===== src/rtl/result_bus_arbiter_if.sv =====
// Result-producer to broadcast-bus interface: per-unit ready/valid results in,
// registered valid-only update bus out. Also defines the CR0/XER flag bundle.
typedef struct packed {
    logic [0:3] cr0;
    logic [0:2] xer;
} cond_exception_t;

interface result_bus_arbiter_if #(
    parameter int UNITS       = 4,
    parameter int RS_ID_WIDTH = 5
);
    logic [0:UNITS-1]                    unit_valid;
    logic [0:UNITS-1]                    unit_ready;
    logic [0:UNITS-1][0:RS_ID_WIDTH-1]   unit_rs_id;
    logic [0:UNITS-1][0:4]               unit_result_reg_addr;
    logic [0:UNITS-1][0:31]              unit_result;
    cond_exception_t [0:UNITS-1]         unit_cr0_xer;

    logic                                update_valid;
    logic [0:RS_ID_WIDTH-1]              update_rs_id;
    logic [0:4]                          update_result_reg_addr;
    logic [0:31]                         update_value;
    cond_exception_t                     update_cr0_xer;

    // Producer side: drives results and observes grants and the broadcast.
    modport master (
        output unit_valid, unit_rs_id, unit_result_reg_addr, unit_result, unit_cr0_xer,
        input  unit_ready,
        input  update_valid, update_rs_id, update_result_reg_addr, update_value, update_cr0_xer
    );

    modport slave (
        input  unit_valid, unit_rs_id, unit_result_reg_addr, unit_result, unit_cr0_xer,
        output unit_ready,
        output update_valid, update_rs_id, update_result_reg_addr, update_value, update_cr0_xer
    );
endinterface


===== src/rtl/result_bus_arbiter.sv =====
// Round-robin arbiter granting one functional-unit result per cycle onto a registered
// valid-only broadcast bus. Define RESULT_BUS_PERF_EN to add broadcast/conflict counters.
module result_bus_arbiter #(
    parameter int UNITS       = 4,
    parameter int RS_ID_WIDTH = 5
) (
    input  logic                 clk,
    input  logic                 rst,
    result_bus_arbiter_if.slave  bus
`ifdef RESULT_BUS_PERF_EN
    ,
    output logic [0:31]          perf_broadcasts,
    output logic [0:31]          perf_conflicts
`endif
);
    localparam int PTR_W = $clog2(UNITS);

    logic [PTR_W-1:0]        ptr_q, ptr_d;
    logic [PTR_W-1:0]        grant_idx;
    logic [PTR_W:0]          cand;
    logic                    grant_found;
    logic                    transfer;
    logic [0:UNITS-1]        ready;

    logic                    update_valid_q, update_valid_d;
    logic [0:RS_ID_WIDTH-1]  update_rs_id_q, update_rs_id_d;
    logic [0:4]              update_reg_addr_q, update_reg_addr_d;
    logic [0:31]             update_value_q, update_value_d;
    cond_exception_t         update_flags_q, update_flags_d;

    // Search from ptr upward, folding the candidate back into 0..UNITS-1 so that
    // non-power-of-2 unit counts wrap correctly.
    always_comb begin
        grant_found = 1'b0;
        grant_idx   = '0;
        cand        = '0;
        for (int k = 0; k < UNITS; k++) begin
            cand = {1'b0, ptr_q} + (PTR_W+1)'(k);
            if (cand >= (PTR_W+1)'(UNITS)) begin
                cand = cand - (PTR_W+1)'(UNITS);
            end
            if (!grant_found && bus.unit_valid[cand[PTR_W-1:0]]) begin
                grant_found = 1'b1;
                grant_idx   = cand[PTR_W-1:0];
            end
        end
    end

    assign transfer = grant_found & ~rst;

    always_comb begin
        ready = '0;
        if (transfer) begin
            ready[grant_idx] = 1'b1;
        end
    end

    assign bus.unit_ready = ready;

    always_comb begin
        ptr_d             = ptr_q;
        update_valid_d    = 1'b0;
        update_rs_id_d    = update_rs_id_q;
        update_reg_addr_d = update_reg_addr_q;
        update_value_d    = update_value_q;
        update_flags_d    = update_flags_q;
        if (transfer) begin
            ptr_d             = (grant_idx == PTR_W'(UNITS - 1)) ? '0 : grant_idx + PTR_W'(1);
            update_valid_d    = 1'b1;
            update_rs_id_d    = bus.unit_rs_id[grant_idx];
            update_reg_addr_d = bus.unit_result_reg_addr[grant_idx];
            update_value_d    = bus.unit_result[grant_idx];
            update_flags_d    = bus.unit_cr0_xer[grant_idx];
        end
    end

    always_ff @(posedge clk or posedge rst) begin
        if (rst) begin
            ptr_q             <= '0;
            update_valid_q    <= 1'b0;
            update_rs_id_q    <= '0;
            update_reg_addr_q <= '0;
            update_value_q    <= '0;
            update_flags_q    <= '0;
        end else begin
            ptr_q             <= ptr_d;
            update_valid_q    <= update_valid_d;
            update_rs_id_q    <= update_rs_id_d;
            update_reg_addr_q <= update_reg_addr_d;
            update_value_q    <= update_value_d;
            update_flags_q    <= update_flags_d;
        end
    end

    assign bus.update_valid           = update_valid_q;
    assign bus.update_rs_id           = update_rs_id_q;
    assign bus.update_result_reg_addr = update_reg_addr_q;
    assign bus.update_value           = update_value_q;
    assign bus.update_cr0_xer         = update_flags_q;

`ifdef RESULT_BUS_PERF_EN
    logic [0:31] perf_broadcasts_q, perf_broadcasts_d;
    logic [0:31] perf_conflicts_q, perf_conflicts_d;

    always_comb begin
        perf_broadcasts_d = perf_broadcasts_q + (transfer ? 32'd1 : 32'd0);
        perf_conflicts_d  = perf_conflicts_q + (($countones(bus.unit_valid) >= 2) ? 32'd1 : 32'd0);
    end

    always_ff @(posedge clk or posedge rst) begin
        if (rst) begin
            perf_broadcasts_q <= '0;
            perf_conflicts_q  <= '0;
        end else begin
            perf_broadcasts_q <= perf_broadcasts_d;
            perf_conflicts_q  <= perf_conflicts_d;
        end
    end

    assign perf_broadcasts = perf_broadcasts_q;
    assign perf_conflicts  = perf_conflicts_q;
`endif

`ifndef SYNTHESIS
    // A unit that is waiting for its grant must keep presenting its result.
    for (genvar i = 0; i < UNITS; i++) begin : g_hold_chk
        assert property (@(posedge clk) disable iff (rst)
            (bus.unit_valid[i] && !bus.unit_ready[i]) |=> bus.unit_valid[i]);
    end
`endif
endmodule


===== src/flat_wrapper.sv =====
// flat-port wrapper written by rule: the top's interface ports become plain ports
module result_bus_arbiter_flat 
#(
    parameter int UNITS       = 4,
    parameter int RS_ID_WIDTH = 5
)
  (clk, rst, bus_unit_valid, bus_unit_rs_id, bus_unit_result_reg_addr, bus_unit_result, bus_unit_cr0_xer, bus_unit_ready, bus_update_valid, bus_update_rs_id, bus_update_result_reg_addr, bus_update_value, bus_update_cr0_xer);
  result_bus_arbiter_if #(.UNITS(UNITS), .RS_ID_WIDTH(RS_ID_WIDTH)) bus_i ();
  input  logic clk;
  input  logic rst;
  input wire logic [$bits(bus_i.unit_valid)-1:0] bus_unit_valid;
  input wire logic [$bits(bus_i.unit_rs_id)-1:0] bus_unit_rs_id;
  input wire logic [$bits(bus_i.unit_result_reg_addr)-1:0] bus_unit_result_reg_addr;
  input wire logic [$bits(bus_i.unit_result)-1:0] bus_unit_result;
  input wire logic [$bits(bus_i.unit_cr0_xer)-1:0] bus_unit_cr0_xer;
  output wire logic [$bits(bus_i.unit_ready)-1:0] bus_unit_ready;
  output wire logic [$bits(bus_i.update_valid)-1:0] bus_update_valid;
  output wire logic [$bits(bus_i.update_rs_id)-1:0] bus_update_rs_id;
  output wire logic [$bits(bus_i.update_result_reg_addr)-1:0] bus_update_result_reg_addr;
  output wire logic [$bits(bus_i.update_value)-1:0] bus_update_value;
  output wire logic [$bits(bus_i.update_cr0_xer)-1:0] bus_update_cr0_xer;
  assign bus_i.unit_valid = bus_unit_valid;
  assign bus_i.unit_rs_id = bus_unit_rs_id;
  assign bus_i.unit_result_reg_addr = bus_unit_result_reg_addr;
  assign bus_i.unit_result = bus_unit_result;
  assign bus_i.unit_cr0_xer = bus_unit_cr0_xer;
  assign bus_unit_ready = bus_i.unit_ready;
  assign bus_update_valid = bus_i.update_valid;
  assign bus_update_rs_id = bus_i.update_rs_id;
  assign bus_update_result_reg_addr = bus_i.update_result_reg_addr;
  assign bus_update_value = bus_i.update_value;
  assign bus_update_cr0_xer = bus_i.update_cr0_xer;
  result_bus_arbiter #(.UNITS(UNITS), .RS_ID_WIDTH(RS_ID_WIDTH)) u_core (.clk(clk), .rst(rst), .bus(bus_i));
endmodule

===== config.mk =====
export PLATFORM = sky130hd
export DESIGN_NAME = result_bus_arbiter_flat
export DESIGN_NICKNAME = d
export VERILOG_FILES = /design/src/rtl/result_bus_arbiter_if.sv /design/src/rtl/result_bus_arbiter.sv /design/src/flat_wrapper.sv
export SDC_FILE = /design/constraint.sdc
export NUM_CORES = 1
export LEC_CHECK = 0
export ABC_AREA = 1
export ABC_CLOCK_PERIOD_IN_PS = 6200
export CELL_PAD_IN_SITES_DETAIL_PLACEMENT = 1
export CELL_PAD_IN_SITES_GLOBAL_PLACEMENT = 2
export CORE_AREA = 3 3 163 165
export CTS_BUF_LIST = sky130_fd_sc_hd__clkbuf_2 sky130_fd_sc_hd__clkbuf_4 sky130_fd_sc_hd__clkbuf_8
export DETAILED_ROUTE_END_ITERATION = 8
export DIE_AREA = 0 0 166 168
export GPL_TIMING_DRIVEN = 1
export PLACE_DENSITY_LB_ADDON = 0.1
export SLEW_MARGIN = 20
export SYNTH_ARGS = -nofsm -noshare
export SYNTH_HDL_FRONTEND = slang
export SYNTH_SLANG_ARGS = --single-unit

===== constraint.sdc =====
create_clock -name clk -period 6.2 [get_ports clk]
set_input_delay 1.86 -clock clk [delete_from_list [all_inputs] [get_ports clk]]
set_output_delay 1.86 -clock clk [all_outputs]
set_load 0.005 [all_outputs]

# --- Word-level counts from Yosys, hierarchy flattened ---
# Cells that the tools add are included.
word_totals:
  ff_bits: 52
  latchBits: 0
  mem_bits_rw: 0
  romBits: 0
  in_bits: 202
  output_inout_bits: 54
  wordCells: 81
  memories: 0
classes:
  n_addsub: 8
  mul: 0
  n_div: 0
  order_cmp: 10
  eq_ne: 1
  shift: 0
  muxes: 41
  bitwise: 7
  reduce_logical: 7
ops:
  columns: ["operator", "n"]
  rows:
  - ["$bmux 32 s2", 1]
  - ["$mux 32", 2]
  - ["$ge 3x3->1 const B", 8]
  - ["$bmux 5 s2", 2]
  - ["$mux 5", 4]
  - ["$mux 2", 9]
  - ["$not 2->3", 5]
  - ["$bmux 7 s2", 1]
  - ["$mux 1", 14]
  - ["$mux 7", 2]
  - ["$bmux 1 s2", 4]
  - ["$sub 2x1->2 const B", 4]
  - ["$add 2x2->3 const B", 2]
  - ["$logic_and 1x1->1", 4]
  - ["$mux 4", 1]
  - ["$add 2x1->3 const B", 1]
  - ["$ge 2x3->1 const B", 1]
  - ["$logic_not 1->1", 3]
  - ["$lt 3x1->1 const B", 1]
  - ["$add 2x1->2 const B", 1]
  - ["$demux 1 s2", 1]
  - ["$eq 2x2->1 const B", 1]
  - ["$and 1x1->1", 1]
  - ["$not 1->1", 1]

# --- Longest topological paths before layout ---
logic_depth:
  depth_word: 22
  ltp_mapped: 17
  ltp_nobuf: 15

# --- Least setup slack after synthesis ---
# No wires, ideal clock.
synth_timing:
  path_type: "input to output"
  start: "input rst"
  end: "output bus_unit_ready[0]"
  arrival_ns: 3.698
  slack_ns: 0.642
  path_stages: 4
  cell_sequence: "inv_1 > o21ai_2 > clkbuf_1 > nor3_1"
synth_between:
  elab_chain_cells: 3
synth_lines:
  columns: ["item", "line", "rtl"]
  rows:
  - ["start: declaration", "flat_wrapper.sv:10", "input logic rst;"]
  - ["$not 1->1", "result_bus_arbiter.sv:49", "assign transfer = grant_found & ~rst;"]
  - ["$and 1x1->1", "result_bus_arbiter.sv:49", null]
  - ["$mux 4", "result_bus_arbiter.sv:53", "if (transfer) begin"]
  - ["end: declaration", "flat_wrapper.sv:16", "output wire logic [$bits(bus_i.unit_ready)-1:0] bus_unit_ready;"]
# No other way between the ends.

# --- Worst setup path in the final report ---
layout_timing:
  start: "input bus_unit_valid[0]"
  end: "output bus_unit_ready[1]"
layout_between:
  elab_chain_cells: 19
layout_lines:
  columns: ["item", "line", "rtl"]
  rows:
  - ["start: declaration", "flat_wrapper.sv:11", "input wire logic [$bits(bus_i.unit_valid)-1:0] bus_unit_valid;"]
  - ["$bmux 1 s2", "result_bus_arbiter.sv:42", "if (!grant_found && bus.unit_valid[cand[PTR_W-1:0]]) begin"]
  - ["$mux 1 (implied by the code) (2 in series)", "result_bus_arbiter.sv:42", null]
  - ["$mux 1", "result_bus_arbiter.sv:42", null]
  - ["$logic_not 1->1", "result_bus_arbiter.sv:42", null]
  - ["$logic_and 1x1->1", "result_bus_arbiter.sv:42", null]
  - ["$mux 1", "result_bus_arbiter.sv:42", null]
  - ["$logic_not 1->1", "result_bus_arbiter.sv:42", null]
  - ["$logic_and 1x1->1", "result_bus_arbiter.sv:42", null]
  - ["(+2 left out)", null, null]
  - ["$logic_and 1x1->1", "result_bus_arbiter.sv:42", null]
  - ["$mux 2", "result_bus_arbiter.sv:42", null]
  - ["$not 2->3 (implied by the code)", "result_bus_arbiter.sv:54", "ready[grant_idx] = 1'b1;"]
  - ["$ge 3x3->1 (implied by the code) / $lt 3x1->1 (equally long branches)", "result_bus_arbiter.sv:54", null]
  - ["$logic_and 1x1->1 (implied by the code)", "result_bus_arbiter.sv:54", null]
  - ["$mux 1 (implied by the code)", "result_bus_arbiter.sv:54", null]
  - ["$demux 1 s2", "result_bus_arbiter.sv:54", null]
  - ["$mux 4 (*)", "result_bus_arbiter.sv:53", null]
# Mark *: on every way between the ends. The rest lies on a longest branch, timed or not. The select of a mux whose other input is x is not followed.

==> metrics.md <==
| Metric | Value |
|---|---|
| Root buf cell | `clkbuf_8` |
| Clock tree sinks | `52` |
| Drt total wl | `21.2 mm` |
| # DRC | `0` |
| DRT iter0 DRCs | `roughly 200` |
| Worst r2r path cells | `14` |
| Crit path cell chain | `clkdlybuf4s50_1, inv_1, nand2_1, nand3_1, nand2_1, nor2_2, nand2_1, nor2_1, nor2_4, inv_2, nand3_1, inv_1, clkdlybuf4s50_1` |
| Worst-path maximum fanout | `6` |
| DR pass1 iterations | `4` |
| Setup violators final | `0` |
| DR WL/cell | `16.1 µm` |
| Post-cts sizing count | `0` |
| Hold Vio Cnt, Final | `0` |
| CP most frequent cell | `nand2_1` |
| Final Util | `0.282` |
| Max Slew Vio Count | `0` |
| First-pass GRT wire length | `33.1 mm` |
| Average size of a mapped cell | `5.56 µm²` |
| Die height | `168 µm` |
| TritonCTS clock tree | `done` |
| Leakage power | `0.00365 µW` |
| Sum Neg Setup Slack | `0 ns` |
| Seq/Total Area, Yosys | `0.306` |
| Initial core utilization | `0.169` |
| Antenna cells | `0` |
| Slew HR | `0.318` |
| Core area | `about 0.025 mm²` |
| Reg clk slew, reported paths | `0.11 ns` |
| Largest net degree at the start of global routing | `92` |
| Ys Warns | `0` |
| Port bufs | `255` |
| Max-Cap Viols | `0` |
| Worst Tran Pin Value | `1.02 ns` |
| Hold endpoint | `u_core.bus.update_value[11]$_DFFE_PP0P_` |
| Cell area after synthesis | `approximately 0.0043 mm²` |
| Status | `complete, no violations` |
| Antenna violations before repair | `0` |
| Routed vias | `5443` |
| Worst path bufs/invs | `5` |
| Slowest Stage Delay on Critical Path | `0.49 ns` |
| Vias in the first global route | `between 5000 and 6000` |
| Synth Instances | `764` |
| Total GRT Usage | `0.149` |
| Startpoint Class | `input pin` |
| Hold_buf cts | `0` |
| Synthesis-to-finish area growth | `67.0%` |
| Vias/cell | `4.14` |
| CTS H-Tree Depth | `2` |
| DRT antenna net count | `0` |
| Period utilization | `0.946` |
| Critical path arrival | `4.00 ns` |
| Worst-Skew Late Latency | `0.34 ns` |
| I/O pin cnt | `around 260` |
| Hold Path Class | `flip-flop to flip-flop` |
| Reg2Reg Setup Slack | `2.86 ns` |
| PwrDens | `555 mW/mm²` |
| Crit path capture type | `output pin` |
| NumNets Final | `1187` |
| Synth unique cells | `21` |
| Flops & latches, synth | `52` |
| Die Width | `166 µm` |
| CP required | `4.34 ns` |
| Final HPWL DP | `14.8 mm` |
| Slowest cell on the critical path | `clkdlybuf4s50_1` |
| Unrepaired setup endpoints after global routing | `false` |
| Setup bufs post-CTS | `0` |
| CTS Buf Count | `5` |
| Synthesized Nets | `966` |
| Clock Skew | `0.0172 ns` |
| Gp weighted congestion | `0.746` |
| Layout cells sized above 1 | `0.0315` |
| Worst VDD drop | `0.314 mV` |
| Min-delay src | `u_core.bus.update_value[11]$_DFFE_PP0P_` |
| Worst reg2reg path startpoint | `u_core.ptr_q[0]$_DFFE_PP0P_` |
| WS Path Type | `input pin to output pin` |
| Final instance area | `0.00710 mm²` |
| WHS Path Cells | `2` |
| Max clock buf depth | `2` |
| Congestion Overflow GR | `0` |
| Rows | `58` |
| Final min period | `5.86 ns` |
| Cell Area, Placed | `0.00702 mm²` |
| Die area | `0.0279 mm²` |
| F_max | `0.171 GHz` |
| Crit path max-delay family | `buffers and inverters` |
| R2R Path End | `u_core.bus.update_value[30]$_DFFE_PP0P_` |
-- metrics by stage --
step	hold slack [ns]	cells	power [µW]	worst slack (ns)
after global routing	0.514	1315	4530	0.127
after floorplan	0.472	764	2780	0.642
after detailed placement	0.468	1308	3880	0.329
after global placement	0.463	1308	3880	0.335
final	0.485	1315	3940	0.337
after CTS	0.494	1315	4110	0.318
-- cell families after synthesis --
kind of cell / after synthesis / synth area share
and+or+nand+nor: 642 / 0.604
DFF: 52 / 0.306
AOI/OAI and AO/OA: 5 / 0.00735
buffers and inverters: 65 / 0.0824
-- where the power goes --
group	switching [µW]	total (µW)	internal [µW]
Combinational	2000	3130	1130
Sequential	94.9	603	508
Clock	129	211	81.9
-- registers in the layout (all words and copies together) (netlist names) --
name,cells
u_core.bus.update_value,32
u_core.bus.update_cr0_xer,7
u_core.bus.update_result_reg_addr,5
u_core.bus.update_rs_id,5
u_core.ptr_q,2
u_core.bus.update_valid,1
-- cell type report --
cell class	count	area, µm²
Sequential cell	52	1300
Timing Repair Buffer	266	2640
Inverter	13	48.8
Fill cell	3202	18100
Multi-Input combinational cell	647	2620
Tap cell	330	413
Clock inverter	1	5.00
Clock buffer	6	76.3
-- how the worst max path moves through the flow --
stage	start	to	depth (start not counted)
detailed placement	bus_unit_valid[0]	bus_unit_ready[1]	13
global placement	bus_unit_valid[0]	bus_unit_ready[1]	13
CTS	bus_unit_valid[0]	bus_unit_ready[1]	13
floorplan	rst	bus_unit_ready[0]	4
finish	bus_unit_valid[0]	bus_unit_ready[1]	13
global route	bus_unit_valid[1]	bus_unit_ready[1]	13
-- cells in the mapped netlist, drive strengths merged --
cell    count  area [µm²]
a21oi       1        5.00
o211ai      1        7.51
nor3        1        5.00
o21ai       3        18.8
nand3     106         536
clkbuf     14        52.6
dfrtp      52        1300
nand2     529        2000
buf        38         249
inv        13        48.8
nor2        6        30.0
-- metal layers --
metal | GRT usage | vias up | wire length (µm)
li1 | - | 2784 | -
met1 | 0.190 | 2483 | 9480
met2 | 0.250 | 167 | 9920
met3 | 0.0488 | 9 | 1620
met4 | 0.0264 | 0 | 196
met5 | 0 | - | 0
-- worst min-delay path, cell delays in order, from the launching register on --
cell and delay [ns]:
dfrtp_1 0.36, nand2_1 0.05, nand2_1 0.05
-- cell usage in the layout, fill, tap and decap left out, drive strengths merged --
cell type      netlist  layout
inv                 13      13
o211ai               1       1
nand3              106     106
buf                 38      11
nor2                 6       6
nand2              529     529
dfrtp               52      52
o21ai                3       3
clkinv               0       1
nor3                 1       1
a21oi                1       1
clkbuf              14       6
clkdlybuf4s50        0     255
No activity file was read; power rests on OpenSTA's default activity.
